**src/rtl/hier_tap_pkg.sv**
```systemverilog
// Shared definitions for hier_tap_chain: default geometry and the tap clamp.
package hier_tap_pkg;

    localparam int DEFAULT_WIDTH = 8;
    localparam int DEFAULT_DEPTH = 4;

    // Out-of-range tap requests select the last legal stage rather than wrapping.
    function automatic int unsigned clamp_tap(input int unsigned sel, input int unsigned depth);
        return (sel >= depth) ? depth - 1 : sel;
    endfunction

endpackage

```
**src/rtl/tap_chain.sv**
```systemverilog
// One DEPTH-stage data+valid shift chain with clock enable, synchronous
// active-high reset and a valid-only flush. Every stage is exposed so the
// parent can tap any of them. Stage k of the chain is index k-1 of stage_data.
module tap_chain
    import hier_tap_pkg::*;
#(
    parameter int WIDTH = DEFAULT_WIDTH,
    parameter int DEPTH = DEFAULT_DEPTH
) (
    input  logic                         clk,
    input  logic                         reset,
    input  logic                         ce,
    input  logic                         flush,
    input  logic [WIDTH-1:0]             in_data,
    input  logic                         in_valid,
    output logic [DEPTH-1:0][WIDTH-1:0]  stage_data,
    output logic [DEPTH-1:0]             stage_valid
);

    logic [DEPTH-1:0][WIDTH-1:0] data_q, data_d;
    logic [DEPTH-1:0]            valid_q, valid_d;

    // Next-state: shift on enable; a flush kills every valid bit (including
    // the incoming one) and leaves the data untouched.
    always_comb begin
        // NOTE: defaulting every output to its held value first keeps this
        // block purely combinational; a missing default would infer a latch.
        data_d  = data_q;
        valid_d = valid_q;
        if (flush) begin
            valid_d = '0;
        end else if (ce) begin
            data_d  = {data_q[DEPTH-2:0], in_data};
            valid_d = {valid_q[DEPTH-2:0], in_valid};
        end
    end

    // State update with synchronous reset taking priority over enable and flush.
    always_ff @(posedge clk) begin
        // NOTE: these are individual pipeline flops, not a RAM, so clearing the
        // data alongside the valids is cheap and gives deterministic outputs.
        if (reset) begin
            data_q  <= '0;
            valid_q <= '0;
        end else begin
            // NOTE: non-blocking assignments so every stage samples the value
            // its neighbour held before this edge, independent of statement order.
            data_q  <= data_d;
            valid_q <= valid_d;
        end
    end

    assign stage_data  = data_q;
    assign stage_valid = valid_q;

endmodule

```
**src/rtl/hier_tap_chain.sv**
```systemverilog
// Two-chain register pipeline with a runtime-selectable tap.
// Chain A delays I by DEPTH stages to O0; chain B is fed from chain-A stage
// tap_q+1 and delays it by DEPTH more stages to O1.
// Optional feature: define TAP_CHAIN_FLUSH_EN to add the FLUSH port, which
// clears every valid bit in both chains while data and tap_q hold.
module hier_tap_chain
    import hier_tap_pkg::*;
#(
    parameter int WIDTH = DEFAULT_WIDTH,
    parameter int DEPTH = DEFAULT_DEPTH,
    parameter int SEL_W = $clog2(DEPTH)
) (
    input  logic             CLK,
    input  logic             RESET,
    input  logic             CE,
`ifdef TAP_CHAIN_FLUSH_EN
    input  logic             FLUSH,
`endif
    input  logic [WIDTH-1:0] I,
    input  logic             I_valid,
    input  logic [SEL_W-1:0] tap_sel,
    output logic [WIDTH-1:0] O0,
    output logic             O0_valid,
    output logic [WIDTH-1:0] O1,
    output logic             O1_valid
);

    localparam int TAP_W = (DEPTH > 1) ? $clog2(DEPTH) : 1;

    logic                        flush;
    logic [TAP_W-1:0]            tap_q, tap_d;
    logic [DEPTH-1:0][WIDTH-1:0] a_data, b_data;
    logic [DEPTH-1:0]            a_valid, b_valid;
    logic [WIDTH-1:0]            b_in_data;
    logic                        b_in_valid;

`ifdef TAP_CHAIN_FLUSH_EN
    assign flush = FLUSH;
`else
    assign flush = 1'b0;
`endif

    // Tap select: registered and clamped; frozen while stalled or flushing.
    always_comb begin
        tap_d = tap_q;
        if (!flush && CE) begin
            tap_d = TAP_W'(clamp_tap(32'(tap_sel), DEPTH));
        end
    end

    // Tap register with synchronous reset to stage 1.
    always_ff @(posedge CLK) begin
        if (RESET) begin
            tap_q <= '0;
        end else begin
            tap_q <= tap_d;
        end
    end

    // Tap mux: chain B input comes from chain-A stage tap_q+1, data and valid together.
    always_comb begin
        b_in_data  = a_data[tap_q];
        b_in_valid = a_valid[tap_q];
    end

    tap_chain #(
        .WIDTH (WIDTH),
        .DEPTH (DEPTH)
    ) u_chain_a (
        .clk         (CLK),
        .reset       (RESET),
        .ce          (CE),
        .flush       (flush),
        .in_data     (I),
        .in_valid    (I_valid),
        .stage_data  (a_data),
        .stage_valid (a_valid)
    );

    tap_chain #(
        .WIDTH (WIDTH),
        .DEPTH (DEPTH)
    ) u_chain_b (
        .clk         (CLK),
        .reset       (RESET),
        .ce          (CE),
        .flush       (flush),
        .in_data     (b_in_data),
        .in_valid    (b_in_valid),
        .stage_data  (b_data),
        .stage_valid (b_valid)
    );

    assign O0       = a_data[DEPTH-1];
    assign O0_valid = a_valid[DEPTH-1];
    assign O1       = b_data[DEPTH-1];
    assign O1_valid = b_valid[DEPTH-1];

endmodule

```
**config.mk**
```make
export PLATFORM = sky130hd
export DESIGN_NAME = hier_tap_chain
export DESIGN_NICKNAME = d
export VERILOG_FILES = /design/src/rtl/hier_tap_pkg.sv /design/src/rtl/tap_chain.sv /design/src/rtl/hier_tap_chain.sv
export SDC_FILE = /design/constraint.sdc
export NUM_CORES = 1
export LEC_CHECK = 0
export ABC_CLOCK_PERIOD_IN_PS = 1700
export BUFFER_PORTS_ARGS = -buffer_cell sky130_fd_sc_hd__buf_2
export CORE_MARGIN = 3
export CORE_UTILIZATION = 57
export DETAILED_ROUTE_END_ITERATION = 7
export GPL_ROUTABILITY_DRIVEN = 1
export GPL_TIMING_DRIVEN = 0
export PLACE_DENSITY_LB_ADDON = 0.25
export SYNTH_ARGS = -nofsm -noshare
export SYNTH_HDL_FRONTEND = slang
export SYNTH_SLANG_ARGS = --single-unit
```
**constraint.sdc**
```tcl
create_clock -name CLK -period 1.7 [get_ports CLK]
set_clock_uncertainty 0.15 [all_clocks]
set_input_delay 0.17 -clock CLK [delete_from_list [all_inputs] [get_ports CLK]]
set_output_delay 0.17 -clock CLK [all_outputs]
set_load 0.005 [all_outputs]
```
==> flow_metrics.tcl <==
set metrics [dict create \
    status "finished, final reports clean" \
    cp.arrival_ns 1.45 \
    grt_max_degree 13 \
    grt_overflow 0 \
    cap_viol_max_count 0 \
    layout_common_cells "mux2i_1 (83), dfxtp_1 (74), nor2_1 (65)" \
    coreArea_um2 4910 \
    m1WireLength_mm 2.69 \
    ys_ff_latch 74 \
    place_congestion 0.792 \
    die_h_um 78.6 \
    cts_tree "built" \
    timing.final.crit_share 0.808 \
    fin_nets 344 \
    holdWs_ns 0.0479 \
    clock-root-buffer "clkbuf_8" \
    initial_core_util 0.611 \
    total_leakage_power_uw 0.00161 \
    peakVddDrop_v 0.000592 \
    diodes 0 \
    max_stage_delay_ns 0.31 \
    worst_path_max_delay_cell "dfxtp_1" \
    p_per_area_nw_per_um2 945 \
    io_buffers 31 \
    worst_pin_slew_ns 0.473 \
    clock_path_buffers 2 \
    top_layer_used "met4" \
    viasPerCell 5.10 \
    io_pins 32 \
    wl_met3_um 189 \
    path_max_fanout 10 \
    finalMaxSlewViolations 0 \
    netlist_area_um2 3000 \
    ys_seq_area_frac 0.493 \
    multi_input_area_um2 1260 \
    cts-buffers-inserted 9 \
    timing.max_slew.rel_slack 0.685 \
    grt_pass1_wl_mm 9.47 \
    path_cells "buf_4 > buf_6 > mux2i_1 > o221ai_2" \
    finalWirelength_mm 5.56 \
    postSynthCellCount 277 \
    post_cts_resize_count 0 \
    clock_latency_ns 0.34 \
    tns_ns 0 \
    die-area_um2 6170 \
    setup_violations 0 \
    num_vias 2050 \
    syn-mean-instance-area_um2 10.8 \
    clkTransAtPathRegs_ns 0.07 \
    drt_iter0_drc 75 \
    setup.worst_path.class "flip-flop to flip-flop" \
    fmaxAchievable_ghz 0.728 \
    end_kind "flip-flop" \
    met2_length_mm 2.60 \
    period_minus_slack_ns 1.37 \
    synth_fp_nets 291 \
    synth_cell_types 12 \
    hpwl_mm 3.69 \
    final_common_cell "mux2i_1" \
    die_w_um 78.6 \
    routedWlPerCell_um 13.8 \
    track_usage 0.195 \
    grt_pass1_vias 2051 \
    fillCellCount 389 \
    worstPathBufferInverterCount 2 \
    required_ns 1.77 \
    final_hold_viol_count 0 \
    area.sequential_um2 1480 \
    ant_nets 0 \
    drc 0 \
    min_path_type "primary input to flip-flop" \
    drive_above_1_share 0.233 \
    firstDrtPassIters 4 \
    ys_warn_count 0 \
    synthToLayoutAreaGrowth_pct 18.0 \
    cts_htree_levels 3 \
    cts_sinks 74 \
    rsz0062_at_grt "no" \
    crit_family "buffers and inverters" \
    finalWorstSetupSlack_ns 0.327 \
    row_count 25 \
    start_kind "flip-flop" \
    grt_antenna_before_repair 0 \
    pre_cts_slack_ns 0.331 \
]
[power by group]
part	internal, µW	switching [µW]
registers	1770	28.0
logic	131	133
clock network	644	636
[per-layer routing]
metal / global-route usage / vias to the layer above
met4: 0.0577 / 0
met1: 0.248 / 978
met3: 0.0585 / 5
li1: - / 1037
met5: 0 / -
met2: 0.319 / 30
[tightest hold or removal path: cells and delay by family]
kind / cells / cell delay, ns
simple gates: 1 / 0.11
buf+inv: 1 / 0.11
compound gates: 1 / 0.09
[registers in the layout, indices dropped and copies added (netlist names)]
signal,count
tap_q,2
u_chain_b.stage_data,32
u_chain_a.stage_valid,4
u_chain_a.stage_data,32
u_chain_b.stage_valid,4
[final timing paths]
kind	slack, ns	endpoint	start	cells after the start
min	0.05	u_chain_b.stage_data[7]$_SDFFE_PP0P_	CE	3
min reg2reg	0.35	u_chain_b.stage_data[12]$_SDFFE_PP0P_	u_chain_b.stage_data[4]$_SDFFE_PP0P_	2
max reg2reg	0.33	u_chain_b.stage_data[6]$_SDFFE_PP0P_	tap_q[0]$_SDFFE_PP0P_	4
max	0.33	u_chain_b.stage_data[6]$_SDFFE_PP0P_	tap_q[0]$_SDFFE_PP0P_	4
[what timing repair did]
item                      in CTS  in global routing
hold endpoints to repair      11                  0
setup buffers                  0                  0
hold buffers                  11                  0
[logic make-up (layout without fill, tap and decap cells)]
| logic type | Yosys count | count (layout) | share of synthesized area |
|---|---|---|---|
| buf+inv | 35 | 93 | 0.0875 |
| simple gates | 76 | 76 | 0.114 |
| flops | 74 | 74 | 0.493 |
| mux | 83 | 83 | 0.277 |
| compound gates | 9 | 9 | 0.0283 |
[stage by stage]
step / total power (µW) / instances / utilization / cell area, µm²
after floorplan: 2020 / 277 / - / 3000
after global placement: 2080 / 375 / 0.660 / 3240
after detailed placement: 2080 / 375 / 0.660 / 3240
after CTS: 3350 / 402 / 0.721 / 3540
after global routing: 3460 / 402 / 0.721 / 3540
final: 3350 / 402 / 0.721 / 3540
[synthesized netlist by cell type]
cell type / instances / area, µm²
nand3b_2: 1 / 11.3
nor2_1: 65 / 244
o221ai_2: 1 / 15.0
mux2i_1: 83 / 831
buf_4: 18 / 135
o221ai_1: 8 / 70.1
clkbuf_1: 1 / 3.75
or3b_1: 10 / 87.6
dfxtp_1: 74 / 1480
buf_6: 8 / 90.1
buf_2: 3 / 15.0
buf_1: 5 / 18.8
[layout make-up]
cell class                      count  area share
Sequential cell                    74       0.418
Tap cell                           67      0.0237
Clock buffer                       12      0.0466
Clock inverter                      4     0.00706
Timing Repair Buffer               42      0.0749
Buffer                             35      0.0742
Multi-Input combinational cell    168       0.355
(Power assumes the default switching activity.)
